===== config.mk =====
export PLATFORM = sky130hd
export DESIGN_NAME = cfg_arbiter
export DESIGN_NICKNAME = d
export VERILOG_FILES = /design/src/rtl/cfg_arbiter.sv
export SDC_FILE = /design/constraint.sdc
export NUM_CORES = 1
export LEC_CHECK = 0
export CORE_MARGIN = 1.5
export CORE_UTILIZATION = 40
export DETAILED_ROUTE_END_ITERATION = 7
export PLACE_DENSITY_LB_ADDON = 0.2
export SETUP_SLACK_MARGIN = 0.5
export SLEW_MARGIN = 20
export SYNTH_ARGS = -nofsm -noshare
export SYNTH_HDL_FRONTEND = slang
export SYNTH_SLANG_ARGS = --single-unit

===== constraint.sdc =====
create_clock -name clk -period 2.9 [get_ports clk]
set_input_delay 0.725 -clock clk [delete_from_list [all_inputs] [get_ports clk]]
set_output_delay 0.725 -clock clk [all_outputs]
set_load 0.01 [all_outputs]

===== src/rtl/cfg_arbiter.sv =====
// N-way grant arbiter with run-time fixed-priority / round-robin selection and grant lock.
// The registered decision and its index/valid flag shift together through DELAY more stages.
module cfg_arbiter #(
  parameter int N     = 4,
  parameter int DELAY = 2,
  parameter int IDW   = $clog2(N)
) (
  input  logic           clk,
  input  logic           rst_n,
  input  logic           mode,
  input  logic           hold,
  input  logic [N-1:0]   req,
  output logic [N-1:0]   gnt,
  output logic [IDW-1:0] gnt_id,
  output logic           gnt_valid
);

  logic [IDW-1:0]            rr_ptr_q, rr_ptr_d;
  logic [IDW-1:0]            last_id_q, last_id_d;
  logic                      last_vld_q, last_vld_d;
  logic [DELAY:0][N-1:0]     gnt_pipe_q, gnt_pipe_d;
  logic [DELAY:0][IDW-1:0]   id_pipe_q, id_pipe_d;
  logic [DELAY:0]            vld_pipe_q, vld_pipe_d;

  logic [IDW-1:0] lo_id, rr_id, win_id;
  logic           lo_found, rr_found, use_hold, any_req;

  always_comb begin
    lo_id    = '0;
    lo_found = 1'b0;
    for (int i = 0; i < N; i++) begin
      if (!lo_found && req[i]) begin
        lo_found = 1'b1;
        lo_id    = IDW'(i);
      end
    end
  end

  // Round-robin scan: indices at or above the pointer first, then the wrapped part.
  always_comb begin
    rr_id    = '0;
    rr_found = 1'b0;
    for (int i = 0; i < N; i++) begin
      if (!rr_found && req[i] && (i >= int'(rr_ptr_q))) begin
        rr_found = 1'b1;
        rr_id    = IDW'(i);
      end
    end
    for (int i = 0; i < N; i++) begin
      if (!rr_found && req[i] && (i < int'(rr_ptr_q))) begin
        rr_found = 1'b1;
        rr_id    = IDW'(i);
      end
    end
  end

  always_comb begin
    rr_ptr_d   = rr_ptr_q;
    last_id_d  = last_id_q;
    last_vld_d = last_vld_q;
    any_req    = |req;
    use_hold   = hold && last_vld_q && req[last_id_q];
    win_id     = use_hold ? last_id_q : (mode ? rr_id : lo_id);
    if (any_req) begin
      last_id_d  = win_id;
      last_vld_d = 1'b1;
      if (mode && !use_hold) begin
        rr_ptr_d = (rr_id == IDW'(N - 1)) ? '0 : rr_id + IDW'(1);
      end
    end
    gnt_pipe_d = {gnt_pipe_q[DELAY-1:0], (any_req ? (N'(1) << win_id) : N'(0))};
    id_pipe_d  = {id_pipe_q[DELAY-1:0], (any_req ? win_id : IDW'(0))};
    vld_pipe_d = {vld_pipe_q[DELAY-1:0], any_req};
  end

  always_ff @(posedge clk or negedge rst_n) begin
    if (!rst_n) begin
      rr_ptr_q   <= '0;
      last_id_q  <= '0;
      last_vld_q <= 1'b0;
      gnt_pipe_q <= '0;
      id_pipe_q  <= '0;
      vld_pipe_q <= '0;
    end else begin
      rr_ptr_q   <= rr_ptr_d;
      last_id_q  <= last_id_d;
      last_vld_q <= last_vld_d;
      gnt_pipe_q <= gnt_pipe_d;
      id_pipe_q  <= id_pipe_d;
      vld_pipe_q <= vld_pipe_d;
    end
  end

  assign gnt       = gnt_pipe_q[DELAY];
  assign gnt_id    = id_pipe_q[DELAY];
  assign gnt_valid = vld_pipe_q[DELAY];

endmodule


==> results.yml, run 1 <==
synthesis:
  synth.area.top_cells: "dfrtp_1 65%, mux2i_1 4.0%, nor2b_1 3.1%"
  synth_area_leader_cell: "dfrtp_1"
  synth_edf_count: 0
  yosys-top-cells-count: "26 x dfrtp_1, 7 x nor2_1, 5 x inv_1, 5 x nor2b_1"
  yosysMostFrequentCell: "dfrtp_1"
  synth.distinct_cells: 29
  yosysTopAreaCellShare: 0.648
  synth_seq_cells: 26
  yosysSeqAreaShare: 0.648
  synthCells: 80
  synthesis.nets: 88
  yosysWarningCount: 0
  synth_ff_type: "dfrtp_1"
  async_reset_ff_frac: 1.00
  synth.cell_area_sq_um: 1000
  avgSynthCellArea_sq_um: 12.5
cts:
  holdBufCountCts: 0
  cts_buffers: 3
  cts_max_level: 1
  tritoncts: "built"
  clkLatencyLatePin_ns: 0.30
  cts.path.max_buffers: 2
  clkSinkCount: 26
  root_buffer: "clkbuf_4"
  path_clk_slew_ns: 0.13
setup_path:
  cp-end-kind: "register"
  critical_path.startpoint: "req[1]"
  critical_path.max_fanout: 8
  r2r_end: "rr_ptr_q[1]"
  critPathSlowestCell: "clkdlybuf4s50_1"
  reg2reg_from: "last_id_q[0]"
  r2r_setup_slack_ns: 1.15
  worstRegToRegCells: 5
  cp.required_ns: 3.10
  worstSetupEndpoint: "rr_ptr_q[1]"
  crit_path_start_kind: "input pin"
  crit_type: "input pin to register"
  max_stage_delay_ns: 0.55
  arrival_ns: 2.45
  worstPathCellList: "clkdlybuf4s50_1 -> mux2i_1 -> nor3_2 -> nor3_1 -> nand2_1 -> mux2_1"
cells_and_area:
  area_growth_pct: 21.4
  nNetsFinal: 106
  nFillCells: 223
  diodes: 0
  layout-drive-gt1-share: 0.134
  postLayoutCoreUtil: 0.531
  design_area_sq_um: 1220
routing:
  via_per_inst: 5.05
  drt_iter0_drc: 1
  ant_nets: 0
  wl_per_cell_um: 11.1
  via_count: 631
  drcViolationCount: 0
  dr.pass1.iters: 3
  wirelength_mm: 1.39
power:
  p_sw_frac: 0.286
  pwr_density_cell_nw_per_um2: 824
  pwr-share-clk: 0.171
  finalPower_uw: 1000
  switchingPower_uw: 288
  ir_drop_v: 0.000511
  comb_power_share: 0.282
  p_int_uw: 717
  seqPwrFrac: 0.547
  p_leak_uw: 0.000532
die:
  ioPinCount: 15
  initial_core_util: 0.437
  die-area_sq_um: 2820
  core-area_sq_um: 2300
  die_x_um: 53.1
  rows: 17
  die_h_um: 53.1
sta:
  period_share: 0.776
  fin_skew_ns: 0.00548
  setup_viol: 0
  tns_ns: 0
  maxSlewHeadroom: 0.687
  slew_violations: 0
  hold_ws_ns: 0.362
  period_needed_ns: 2.25
  hold_violations: 0
  tightest_slew_ns: 0.466
  max_freq_mhz: 445
  rsz0062_at_grt: "false"
outcome:
  status: "finished, final reports clean"
grt:
  grt_pass1_vias: 566
  grt_pass1_wl_mm: 2.42
  grt_overflow: 0
  grt_antenna_before_repair: 0
  track_usage: 0.121
  grt_max_degree: 27
placement:
  dpl.hpwl_mm: 1.02
  place_area_sq_um: 1180
  io_buffers: 14
  gp_congestion: 0.763
flow_run:
  cap_violations: 0
hold_path:
  hp-start: "gnt_pipe_d[8]"
  holdCritPathClass: "register to register"
## power groups by stage
stage	Clock, uW	Sequential, uW	Combinational [uW]
3_5_place_dp	0	559	285
4_1_cts	178	551	286
3_3_place_gp	0	556	282
6_report	172	550	283
2_1_floorplan	0	549	180
5_1_grt	191	564	315
## how the worst min path moves through the flow
stage,to,slack (ns),depth (start not counted)
2_1_floorplan,gnt[0],0.33,0
3_3_place_gp,vld_pipe_q[2],0.33,0
3_5_place_dp,gnt[3],0.33,0
4_1_cts,gnt_pipe_d[10],0.36,0
5_1_grt,gnt_pipe_d[9],0.37,0
6_report,gnt[0],0.36,0
## flip-flops by register name, summed over array words and instances, names as in the netlist
register,count
gnt_pipe_d,8
gnt,4
id_pipe_d,4
vld_pipe_q,3
gnt_id,2
last_id_q,2
rr_ptr_q,2
last_vld_q,1
## logic make-up after synthesis
logic type,share of synthesized area
buf+inv,0.0287
compound gates,0.130
simple gates,0.131
flops,0.648
mux,0.0623
## area by class of cell
type                            count  area [sq um]  share of cell area
Clock buffer                        4          36.3              0.0298
Multi-Input combinational cell     47           330               0.271
Tap cell                           28          35.0              0.0287
Inverter                            5          18.8              0.0154
Sequential cell                    26           651               0.534
Timing Repair Buffer               15           148               0.121
## per-stage QoR
stage / setup WS, ns / instances
3_5_place_dp: 0.328 / 121
3_3_place_gp: 0.372 / 121
2_1_floorplan: 0.926 / 80
5_1_grt: 0.535 / 125
6_report: 0.650 / 125
4_1_cts: 0.668 / 125
## cell usage in the layout (no fill, tap or decap), drive strengths merged, types with 3 or more instances in the layout
| master | instances |
|---|---|
| inv | 5 |
| clkbuf | 4 |
| clkdlybuf4s50 | 14 |
| nor2b | 5 |
| mux2i | 4 |
| nand2 | 3 |
| o21ai | 5 |
| dfrtp | 26 |
| nor2 | 8 |
| a211oi | 3 |
## metal layers
metal	share of wire	up-vias	track usage	routed length, um
met3	0.044	2	0.0339	61
met1	0.48	306	0.155	669
li1	-	310	-	-
met4	0.012	0	0.0513	17
met5	0	-	0	0
met2	0.46	13	0.192	640
## what timing repair did
action,CTS,global route
gates resized for setup,0,1
setup endpoints to repair,0,1
buffers inserted,0,0
## worst max-delay path: cells and delay by family
family        cells  cell delay [ns]
simple gates      3             0.62
buf+inv           1             0.55
mux               2             0.55
No activity file was read; power rests on OpenSTA's default activity.
==> run 2: changes to the inputs <==
clock period = 1.9 ns   (was 2.9 ns; I/O delays follow)
==> results.yml, run 2 (same netlist as run 1, synthesis figures left out) <==
routing:
  wirelength_mm: 1.63
  wl_per_cell_um: 11.5
  dr.pass1.iters: 2
  drt_iter0_drc: 9
  drcViolationCount: 0
  via_per_inst: 4.95
  via_count: 703
  ant_nets: 0
cells_and_area:
  final_common_cell: "dfrtp_1"
  mostFrequentLayoutCells: "24 x dfrtp_1, 15 x buf_4, 6 x nor2_1, 6 x clkbuf_2"
  design_area_sq_um: 1380
  nFillCells: 199
  layout-drive-gt1-share: 0.421
  largest_reg_flops: 8
  diodes: 0
  area_growth_pct: 37.7
  nNetsFinal: 123
die:
  die_x_um: 53.1
  die_h_um: 53.1
  initial_core_util: 0.437
  die-area_sq_um: 2820
  core-area_sq_um: 2300
  rows: 17
  ioPinCount: 15
sta:
  slew_violations: 0
  hold_violations: 0
  fin_skew_ns: 0.00327
  maxSlewHeadroom: 0.795
  max_freq_mhz: 629
  period_needed_ns: 1.59
  setup_viol: 0
  tightest_slew_ns: 0.305
  tns_ns: 0
  rsz0062_at_grt: "true"
  period_share: 0.836
grt:
  grt_pass1_vias: 693
  grt_pass1_wl_mm: 2.97
  grt_overflow: 0
  grt_max_degree: 27
  track_usage: 0.149
  grt_antenna_before_repair: 0
power:
  p_leak_uw: 0.000643
  p_sw_frac: 0.299
  p_int_uw: 1160
  switchingPower_uw: 495
  ir_drop_v: 0.000805
  pwr_density_cell_nw_per_um2: 1200
  seqPwrFrac: 0.515
  comb_power_share: 0.327
  pwr-share-clk: 0.157
setup_path:
  crit_type: "input pin to register"
  path_common_cell: "nor3_4"
  cp-end-kind: "register"
  critPathSlowestCell: "mux2_4"
  crit_cells: 6
  path_buf_inv: 1
  critical_path.max_fanout: 6
  arrival_ns: 1.79
  worstRegToRegCells: 6
  path_delay_family: "multiplexers"
  max_stage_delay_ns: 0.30
  worstPathCellList: "clkdlybuf4s15_1 -> mux2i_1 -> nor3_4 -> nor3_4 -> nand2_1 -> mux2_4"
  r2r_setup_slack_ns: 0.32
  crit_path_start_kind: "input pin"
  cp.required_ns: 2.11
cts:
  clkLatencyLatePin_ns: 0.31
  cts.path.max_buffers: 2
  tritoncts: "built"
  cts_max_level: 1
  path_clk_slew_ns: 0.12
  root_buffer: "clkbuf_4"
  clkSinkCount: 26
  holdBufCountCts: 0
  cts_buffers: 3
outcome:
  status: "finished, final reports clean"
placement:
  gp_congestion: 0.779
  io_buffers: 14
  place_area_sq_um: 1300
  dpl.hpwl_mm: 1.16
hold_path:
  hold_depth: 0
  holdCritPathClass: "register to register"
flow_run:
  cap_violations: 0
-- run 2: power by group through the flow --
stage	registers [uW]	logic (uW)	clock network [uW]
2_1_floorplan	838	286	0
4_1_cts	855	561	274
3_5_place_dp	855	501	0
3_3_place_gp	850	493	0
5_1_grt	876	602	296
6_report	853	542	260
-- run 2: final timing paths --
kind | from | endpoint
min reg2reg | gnt_pipe_d[7] | gnt_pipe_d[11]
max in group asynchronous | rst_n | rr_ptr_q[1]
max reg2reg | last_id_q[0] | gnt_pipe_d[6]
max | req[0] | rr_ptr_q[1]
min in group asynchronous | rst_n | gnt_id[1]
min | gnt_pipe_d[7] | gnt_pipe_d[11]
-- run 2: per-stage QoR --
step	hold slack, ns	setup WS [ns]	std cells	utilization	total power (uW)
after floorplan	0.179	0.360	80	-	1120
after global placement	0.332	-0.273	134	0.565	1340
after detailed placement	0.335	-0.273	134	0.565	1360
after CTS	0.364	0.311	141	0.614	1690
after global routing	0.364	0.195	142	0.601	1770
final	0.362	0.311	142	0.601	1660
-- run 2: area by class of cell --
type,count,area [sq um],share of cell area
Tap cell,28,35.0,0.0254
Multi-Input combinational cell,47,395,0.286
Inverter,5,18.8,0.0136
Sequential cell,26,653,0.473
Clock buffer,4,36.3,0.0263
Timing Repair Buffer,32,243,0.176
-- run 2: per-layer routing --
metal / vias up / GRT usage / part of all wire
li1: 343 / - / -
met1: 339 / 0.200 / 0.45
met2: 17 / 0.231 / 0.48
met3: 4 / 0.0254 / 0.047
met4: 0 / 0.0769 / 0.022
met5: - / 0 / 0
-- run 2: repair_timing --
action,CTS,global route
setup buffers,3,1
resized for setup,36,11
hold endpoints to repair,0,0
setup endpoints to repair,18,17
pin swaps,8,4
==> RTL edit 1 (flow settings as in run 2) <==
The parameter `DELAY` goes from 2 to 1.
--- a/src/rtl/cfg_arbiter.sv
+++ b/src/rtl/cfg_arbiter.sv
@@ -4,3 +4,3 @@
   parameter int N     = 4,
-  parameter int DELAY = 2,
+  parameter int DELAY = 1,
   parameter int IDW   = $clog2(N)
Function: changed (a bounded check fails within 4 cycles, from zero or initial values and one cycle with rst_n low).
==> RTL edit 1 against run 2 <==
- final area shrank 5.3%
- fmax grew 1.4%
- synthesized cell count shrank 6.3%
- wire length grew 13%
- total power shrank 0.95%
- sequential cell count shrank 7
- worst setup slack gained 0.021 ns
- synthesized area shrank 8.5%
- largest power group is now combinational logic
==> RTL edit 1: results <==
drt:
  routed_wl_um: 1837
  drt_iter0_drc: 6
  first_pass_iters: 3
  avgRoutedWirePerCell_um: 13.61
  vias_per_cell: 5.222
synthesis:
  synthXorXnorAreaFrac_pct: 0
  synth_compound_area_share_pct: 22.07
  ys_seq_area_share_pct: 51.77
  synth-async-reset-ratio_pct: 100.0
  ys_types: 37
  synth-seq-cells: 19
  synthesis.instances: 75
  synth.area.top_cells: "dfrtp_1 52%, mux2i_1 3.3%, a2bb2oi_4 2.9%"
  synth_common_cells: "19 x dfrtp_1, 7 x nor2_1, 3 x mux2i_1, 3 x nand2b_1, 3 x or2_1"
  syn_nets: 83
  synthMuxAreaShare_pct: 6.131
power:
  p_seq_mw: 0.660
  power.leakage_nw: 0.5626
  powerClk_mw: 0.192
  power_mw: 1.640
  switching_share_pct: 33.48
  irDropWorstVdd_mv: 0.6620
floorplanning:
  die_area_mm2: 0.002592
layout:
  n_all_inverters: 2
  buf_share_pct: 20.57
  seq_area_um2: 479.2
  final-clk-cell-share_pct: 2.105
  multi_input_gates: 50
  drive_gt1_share_pct: 46.73
  multi_input_comb_area_um2: 489.2
  seq-cell-share_pct: 36.65
  fillers: 178
  antenna_cells: 0
outcome:
  status: "finished clean"
placement:
  hpwl_um: 1232
  placed_cells: 123
  place_area_mm2: 0.001152
  gp_congestion: 0.8222
  pre_cts_ws_ns: -0.3565
setup_path:
  cp_data_arrival_time_ns: 1.75
  crit_path_top_delay_cell: "dfrtp_2"
  max_stage_delay_ns: 0.46
  worstPathMaxFanout: 7
cts:
  clk-insertion-delay-late_ns: 0.29
  cts_buffer_depth: 2
  cts.clk_slew.worst_paths_ns: 0.10
timing:
  tightest_slew_ns: 0.3683
  fin_skew_ns: 0.003696
grt:
  grt_pass1_wl_um: 3036
  grt_max_degree: 20
  grt_pass1_vias: 690
  track_usage_pct: 15.89
[RTL edit 1: routing by layer]
metal / global-route usage (%) / vias up / part of all wire [%]
met5: 0 / - / 0
met4: 8.108 / 0 / 0.65
met3: 1.754 / 2 / 3.0
met2: 28.57 / 14 / 53
met1: 18.51 / 345 / 43
li1: - / 344 / -
[RTL edit 1: final timing paths]
check / start / end / slack (ns) / depth (start not counted)
max: last_id_q[0] / rr_ptr_q[0] / 0.33 / 4
min: vld_pipe_q[0] / vld_pipe_q[1] / 0.36 / 0
max reg2reg: last_id_q[0] / rr_ptr_q[0] / 0.33 / 4
min reg2reg: vld_pipe_q[0] / vld_pipe_q[1] / 0.36 / 0
max in group asynchronous: rst_n / rr_ptr_q[1] / 1.19 / 2
min in group asynchronous: rst_n / id_pipe_d[3] / 0.50 / 2
[RTL edit 1: what timing repair did]
| action | 4_1_cts | 5_1_grt |
|---|---|---|
| resized for setup | 40 | 8 |
| pin swaps | 9 | 2 |
| setup buffers | 6 | 2 |
| setup endpoints to repair | 19 | 13 |
==> RTL edit 2 (settings of run 2) <==
Made on the original files. Make the reset (`rst_n`) synchronous in one clocked block.
--- a/src/rtl/cfg_arbiter.sv
+++ b/src/rtl/cfg_arbiter.sv
@@ -75,3 +75,3 @@
 
-  always_ff @(posedge clk or negedge rst_n) begin
+  always_ff @(posedge clk) begin
     if (!rst_n) begin
Formal check against the unedited RTL: differs if rst_n is asserted again (counterexample within 4 cycles, from zero or initial values and one cycle with rst_n low); with rst_n held inactive, the same outputs for 10 cycles.
==> RTL edit 2 against run 2 <==
- synthesized area increased by 1.5%
- sequential cell count unchanged
- wire length increased by 11%
- global-route usage decreased by 0.37 points
- highest routed layer unchanged
- clock skew increased by 0.0029 ns
- worst setup slack improved by 0.18 ns
- largest cell class is now multi-input gates
- cell count increased by 13%
- sequential share of layout area decreased by 9.3 points
- final area increased by 0.91%
Power is not compared: it rests on default switching activity, and its combinational part moved more than twofold at a synthesized area within 25%.
==> RTL edit 2: results <==
outcome:
  status: "finished clean"
grt:
  grt_pass1_vias: 702
  use_met2_pct: 24.49
  grt_pass1_wl_um: 2960
  grt_max_degree: 15
  track_usage_pct: 14.55
setup_path:
  rr_endpoint: "gnt_pipe_d[4]"
  r2r-start: "last_id_q[0]"
  worstPathMaxFanout: 3
  cp-startpoint: "mode"
layout:
  n_all_inverters: 4
  multi_input_gates: 68
  drive_gt1_share_pct: 41.22
  seq-cell-share_pct: 37.97
  fillers: 215
  buffers: 29
synthesis:
  synthMuxAreaShare_pct: 4.300
  ys_seq_area_share_pct: 51.11
  syn_nets: 109
  synth-async-reset-ratio_pct: 0
timing:
  timing.slew.headroom_pct: 82.49
  fin_skew_ns: 0.006175
  fmax_ghz: 0.7085
min_path:
  min_path_cells: 1
  hold_path_end: "gnt_pipe_d[11]"
  min-delay-start: "gnt_pipe_d[7]"
drt:
  num_vias: 792
  dr_wl_met3_um: 43
  first_pass_iters: 3
  wl_met2_um: 982
  met1Wirelength_um: 755
placement:
  hpwl_um: 1276
  gp_congestion: 0.8595
[RTL edit 2: changes by cell type in the layout (fill, tap and decap cells not counted), moves of 3 or more]
cell      before  now
dfrtp_1       24    0
o21ai_0        4    1
and2_1         0   15
nand2b_1       0    3
nor2_2         2    5
dfxtp_1        0   23
nor2b_1        5    1
[RTL edit 2: cells by family after synthesis]
| group | count (synthesis) |
|---|---|
| and+or+nand+nor | 46 |
| buffers and inverters | 7 |
| AOI/OAI and AO/OA | 18 |
| DFF | 26 |
| muxes | 4 |
[RTL edit 2: through the flow]
step	hold slack (ns)	std cells	area, um^2	utilization [%]
3_3_place_gp	0.4091	156	1287	52.93
3_5_place_dp	0.4114	156	1287	52.93
6_report	0.4388	161	1394	57.30
2_1_floorplan	0.4057	101	1023	-
4_1_cts	0.4416	160	1376	56.58
5_1_grt	0.4587	161	1394	57.30
[RTL edit 2: worst max-delay path, stage by stage]
cell           delay [ns]
dlygate4sd2_1        0.25
and2_1               0.19
a32oi_4              0.26
a211oi_4             0.11
buf_4                0.15
nor4_2               0.20
[RTL edit 2: power by group through the flow]
| stage | registers (mW) | clock network [mW] | logic, mW |
|---|---|---|---|
| 3_5_place_dp | 0.604 | 0 | 0.170 |
| 6_report | 0.594 | 0.264 | 0.192 |
| 2_1_floorplan | 0.601 | 0 | 0.0981 |
| 4_1_cts | 0.594 | 0.275 | 0.180 |
| 5_1_grt | 0.599 | 0.299 | 0.210 |
| 3_3_place_gp | 0.603 | 0 | 0.167 |
[RTL edit 2: what timing repair did]
action	in CTS	in global routing
pin swaps	7	4
buffers inserted	0	1
gates resized for setup	34	28
hold endpoints to repair	0	0
endpoints found under the setup margin	19	15
